<file path="src/rtl/thermometer_pkg.sv">
// Shared definitions for the thermometer encoder/decoder/checker family.
// Latency: n/a (package only).
// Backpressure: n/a (package only).
package thermometer_pkg;

    // Default sizing shared by thermometer_encoder, thermometer_decoder and
    // thermometer_serial_checker.
    localparam int K_DEF  = 5;
    localparam int W_DEF  = 2**K_DEF - 1;
    localparam int EW_DEF = 8;

    // Checker FSM encoding. ST_ILLEGAL can only be reached via an upset and
    // is steered back to ST_IDLE.
    typedef enum logic [1:0] {
        ST_IDLE    = 2'd0,
        ST_SCAN    = 2'd1,
        ST_DONE    = 2'd2,
        ST_ILLEGAL = 2'd3
    } state_t;

endpackage

</file>
<file path="src/rtl/thermometer_serial_checker_bit_scanner.sv">
// Serial thermometer-code scanner datapath: examines one bit per step, LSB first.
// Latency: W steps after load; done pulses on the step that examines bit W-1.
// Backpressure: none; the controller decides when to load and step.
//
// Ports:
//   clk, rst        clock and synchronous active-high reset
//   load, code      capture a new code and clear the accumulators
//   step            examine shreg[0], then shift right
//   done            high during the step that examines bit W-1
//   ones_next       ones count including the bit examined this cycle
//   error_next      bubble flag including the bit examined this cycle
module thermometer_bit_scanner
    import thermometer_pkg::*;
#(
    parameter int K = K_DEF,
    parameter int W = 2**K - 1
) (
    input  logic         clk,
    input  logic         rst,
    input  logic         load,
    input  logic         step,
    input  logic [W-1:0] code,
    output logic         done,
    output logic [K-1:0] ones_next,
    output logic         error_next
);

    logic [W-1:0] shreg;
    logic [K-1:0] bit_idx;
    logic [K-1:0] ones;
    logic         seen_zero;
    logic         error;

    logic cur_bit;
    assign cur_bit = shreg[0];

    // A 1 before any 0 extends the run; a 1 after a 0 is a bubble and
    // leaves the count untouched.
    always_comb begin
        ones_next  = ones;
        error_next = error;
        if (cur_bit && !seen_zero) begin
            ones_next = ones + K'(1);
        end
        if (cur_bit && seen_zero) begin
            error_next = 1'b1;
        end
    end

    assign done = step && (bit_idx == K'(W - 1));

    always_ff @(posedge clk) begin
        if (rst) begin
            shreg     <= '0;
            bit_idx   <= '0;
            ones      <= '0;
            seen_zero <= 1'b0;
            error     <= 1'b0;
        end else if (load) begin
            shreg     <= code;
            bit_idx   <= '0;
            ones      <= '0;
            seen_zero <= 1'b0;
            error     <= 1'b0;
        end else if (step) begin
            shreg     <= {1'b0, shreg[W-1:1]};
            bit_idx   <= done ? '0 : bit_idx + K'(1);
            ones      <= ones_next;
            error     <= error_next;
            if (!cur_bit) begin
                seen_zero <= 1'b1;
            end
        end
    end

endmodule

</file>
<file path="config.mk">
export PLATFORM = sky130hd
export DESIGN_NAME = thermometer_bit_scanner
export DESIGN_NICKNAME = d
export VERILOG_FILES = /design/src/rtl/thermometer_pkg.sv /design/src/rtl/thermometer_serial_checker_bit_scanner.sv
export SDC_FILE = /design/constraint.sdc
export NUM_CORES = 1
export LEC_CHECK = 0
export CAP_MARGIN = 10
export CORE_UTILIZATION = 51
export DETAILED_ROUTE_END_ITERATION = 12
export PLACE_DENSITY = 0.87
export SETUP_SLACK_MARGIN = 0.05
export SKIP_LAST_GASP = 1
export SLEW_MARGIN = 20
export SYNTH_ARGS = -nofsm -noshare
export SYNTH_HDL_FRONTEND = slang
export SYNTH_SLANG_ARGS = --single-unit
</file>
<file path="constraint.sdc">
create_clock -name clk -period 1.4 [get_ports clk]
set_input_delay 0.42 -clock clk [delete_from_list [all_inputs] [get_ports clk]]
set_output_delay 0.42 -clock clk [all_outputs]
set_load 0.01 [all_outputs]
</file>
* Yosys cells after proc, flatten, opt, wreduce, memory -nomap -nowiden
Index checks and enable logic that the tools add are counted.
Storage, ports and cells: register bits 43, bits of input ports 35, word-level logic and storage cells 21
Cells by class: bitwise operators 1, add/subtract/negate cells 2, eq/ne operators 1, muxes and demuxes 5, reduce and logical (&&, ||, !) cells 7
Operator list (count):
- $mux 31 | 2
- $add 5x1->5 const B | 2
- $mux 5 | 2
- $eq 5x5->1 const B | 1
- $logic_and 1x1->1 | 3
- $reduce_and 2->1 | 1
- $reduce_bool 2->1 | 1
- $reduce_or 2->1 | 1
- $logic_not 1->1 | 1
- $mux 1 | 1
- $not 1->1 | 1

* Logic depth before layout (Yosys ltp)
word-level depth 3, mapped depth 5

* Worst setup path after synthesis
No wires, ideal clock.
path kind reg-to-output, from register shreg[0], to output ones_next[3], arrival time 0.972 ns, data required time 0.980 ns, slack 0.008 ns, stages on the path, launching flop included 4, path buffers 0, cells stage by stage dfxtp_1 > and2b_2 > nand4_1 > xnor2_1
Between the ends: cells in the longest elaborated chain, start to end 2
RTL lines:
- from (decl) | line thermometer_serial_checker_bit_scanner.sv:28 | logic [W-1:0] shreg;
- from (signal assigned) | line thermometer_serial_checker_bit_scanner.sv:60 | shreg <= code;
- from (signal assigned) | line thermometer_serial_checker_bit_scanner.sv:66 | shreg <= {1'b0, shreg[W-1:1]};
- $logic_and 1x1->1 | line thermometer_serial_checker_bit_scanner.sv:42 | if (cur_bit && !seen_zero) begin
- $mux 5 | line thermometer_serial_checker_bit_scanner.sv:42
- to (decl) | line thermometer_serial_checker_bit_scanner.sv:24 | output logic [K-1:0] ones_next,
No other way between the ends.

* Worst setup path after layout
from register seen_zero, to output ones_next[4]
Between the ends: cells in the longest elaborated chain, start to end 3
RTL lines:
- from (decl) | line thermometer_serial_checker_bit_scanner.sv:31 | logic seen_zero;
- from (signal assigned) | line thermometer_serial_checker_bit_scanner.sv:57 | seen_zero <= 1'b0;
- from (signal assigned) | line thermometer_serial_checker_bit_scanner.sv:63 | seen_zero <= 1'b0;
- from (signal assigned) | line thermometer_serial_checker_bit_scanner.sv:71 | seen_zero <= 1'b1;
- $logic_not 1->1 | line thermometer_serial_checker_bit_scanner.sv:42
- $logic_and 1x1->1 | line thermometer_serial_checker_bit_scanner.sv:42
- $mux 5 | line thermometer_serial_checker_bit_scanner.sv:42
No other way between the ends.

==> metrics.md <==
| Metric | Value |
|---|---|
| Status | `complete, but fails checks` |
| Violated checks | `setup timing` |
| Non-filler cells, final | `328` |
| Max-Cap Viols | `0` |
| Max-slew headroom | `83.36%` |
| Worst path required time | `980 ps` |
| Cells after Synth | `214` |
| Final core occ | `71.22%` |
| Drt total wl | `4102 um` |
| Multi-input gate area | `0.001200 sq mm` |
| TritonCTS sink count | `43` |
| Crit. End Element | `primary output` |
| Worst Max-Slew Pin Slew | `249.6 ps` |
| Main flop type after synthesis | `dfxtp_1` |
| Antenna Nets Post-Route | `0` |
| First-pass GRT wire length | `7113 um` |
| Gp weighted congestion | `0.7496` |
| Sw Pwr | `0.5783 mW` |
| Worst Skew | `8.583 ps` |
| Largest net degree at the start of global routing | `37` |
| Filler Cells Inserted | `302` |
| Syn nets | `252` |
| # DRC | `0` |
| Most frequent cells in the layout | `dfxtp_1, nor2_1, clkdlybuf4s50_1` |
| Antenna fix cells | `0` |
| FP Rows | `23` |
| Port Buffer Count | `41` |
| Logic gate share of total power | `16.6%` |
| Wire per inst | `12.51 um` |
| Worst-path fanout max | `4` |
| Vias in the first global route | `1618` |
| Total global routing overflow | `0` |
| Fin crit period | `1694 ps` |
| Sw frac | `23.12%` |
| Mapped Area | `0.002115 sq mm` |
| DR vias | `1714` |
| Routed vias/inst | `5.226` |
| Global Route Usage Sum | `21.37%` |
| Pleak | `1.290 nW` |
| Starting Density | `52.86%` |
| H-tree levels | `2` |
| Cell-internal power | `1.923 mW` |
| Yosys warnings | `0` |
| Core footprint | `0.004000 sq mm` |
| Post-synthesis sequential area ratio | `40.71%` |
| Pre-CTS setup slack | `-429.2 ps` |
| CTS buffer count | `5` |
| Final Hold Vio Count | `0` |
| RSZ-0062 raised after global routing | `true` |
| Achievable Freq | `0.5905 GHz` |
| Die ar. | `0.004408 sq mm` |
| CTS clk-pin slew, worst paths | `70 ps` |
| Setup-failing EPs final | `7` |
| Antenna violations before repair | `0` |
| Clock Power Share | `31.0%` |
| Commonest non-fill, non-tap cell in the layout | `dfxtp_1` |
| Share of post-route cells with drive strength above 1 | `34.17%` |
| Worst setup startpoint | `seen_zero$_SDFFE_PP0P_` |
| CP max-delay cell | `dfxtp_2` |
| Worst Hold Class | `input port to flop` |
| Asr flop ratio synth | `0%` |
| Worst endpoint data arrival time | `1270 ps` |
| I/O pins | `42` |
| Crit-path cells | `and2b_2 > nand4_1 > xnor2_2 > buf_2` |
| Final #Nets | `316` |
| Tcrit/Tclk final | `121.0%` |
| CTS root buf | `clkbuf_8` |
| Die width | `66.39 um` |
| Mapped Avg Cell Area | `9.881 sq um` |
| CTS Buffer Depth | `2` |
| PwrDens | `877.8 mW/mm^2` |
| CP Launch Type | `flop` |
| VDD IR max | `644.0 uV` |
| Worst skew pair latency | `290 ps` |
| Worst Slack Setup Final | `-293.6 ps` |
| Dpl cells | `316` |
| Post-DP HPWL | `2885 um` |
| Detailed Route Iter0 Violations | `35` |
| CTS tree | `built` |
| Reg power frac | `52.4%` |
| Slew Limit Fails | `0` |
| Seq cells post-synth | `43` |
| Synth unique cells | `32` |
| Reg area | `867.1 sq um` |
| Delay of the slowest cell on the worst path | `320 ps` |
| Die span in y | `66.39 um` |
| Number of synthesized flops with an enable pin | `0` |
| Drt first pass iters | `4` |
| Critical hold path startpoint | `load` |
| Area grow syn2layout | `34.73%` |
| Setup CP Type | `flop to primary output` |
| CTS Hold Buffers Added | `0` |
| RR Startpoint | `ones[1]$_SDFFE_PP0P_` |
## path summary, 6_finish.rpt
kind | end | cells after the start | slack (ps)
worst min-delay path | shreg[13]$_SDFFE_PP0P_ | 3 | 460
worst max-delay path | ones_next[4] | 4 | -290
worst max register to register | ones[4]$_SDFFE_PP0P_ | 5 | 100
worst min register to register | bit_idx[4]$_SDFFE_PP0P_ | 2 | 510
## power by group through the flow
stage	Sequential, mW	Clock (mW)	Combinational, mW
floorplan	1.33	0	0.242
global placement	1.34	0	0.387
detailed placement	1.34	0	0.398
CTS	1.31	0.808	0.410
global route	1.32	0.850	0.455
finish	1.31	0.776	0.414
## cell type report
cell class	instances	share of cell area, %
clock buffers	6	2.899
clock inverters	1	0.1757
inverters	3	0.3953
multi-input cells	153	42.12
flip-flops and latches	43	30.43
well taps	50	2.196
repair buffers	72	21.78
## critical path, delay by kind of cell (launching register included)
family,cells,cell delay [ps]
AND/OR/NAND/NOR,2,380
XOR/XNOR,1,160
buffers and inverters,1,130
flip-flops,1,320
## sequential cells by signal, summed over array words and instances (netlist names)
signal	cells
shreg	31
bit_idx	5
ones	5
error	1
seen_zero	1
## through the flow
step	setup TNS [ps]	total power, mW	area, sq um	hold slack, ps
6_report	-1528	2.501	2849	464.8
5_1_grt	-1929	2.623	2849	522.7
4_1_cts	-1698	2.528	2834	452.4
3_5_place_dp	-6588	1.736	2711	493.2
3_3_place_gp	-5418	1.722	2711	474.7
2_1_floorplan	0	1.575	2135	453.6
## cells by family (layout without fill, tap and decap cells)
group / after synthesis / after routing / share of synthesized area, %
adders and majority gates: 3 / 3 / 1.775
buffers and inverters: 18 / 82 / 4.969
DFF: 43 / 43 / 40.71
AOI/OAI and AO/OA: 17 / 17 / 4.852
muxes: 60 / 60 / 30.18
and+or+nand+nor: 67 / 67 / 15.03
xor gates and xnor gates: 6 / 6 / 2.485
## layer usage
layer,global-route usage [%],share of wire [%],up-vias
li1,-,-,871
met1,27.77,46,805
met2,34.82,51,32
met3,3.621,2.9,6
met4,8.777,0.83,0
met5,0,0,-
## cell usage after synthesis (all sizes together), types with 4 or more instances
library cell | instances | area [sq um]
dfxtp | 43 | 860.8
nor2 | 36 | 135.1
mux2 | 30 | 337.8
mux2i | 30 | 300.3
buf | 10 | 73.81
nand2 | 10 | 37.54
a21oi | 9 | 45.04
clkbuf | 5 | 20.01
nand4 | 5 | 31.28
nand3 | 4 | 20.02
xnor2 | 4 | 35.03
## repair_timing
action	4_1_cts	5_1_grt
pin swaps	7	2
gates resized for setup	39	1
endpoints found under the setup margin	7	8
buffers inserted	4	1
gates cloned	0	0
hold endpoints to repair	0	0
No activity file was read; power rests on OpenSTA's default activity.
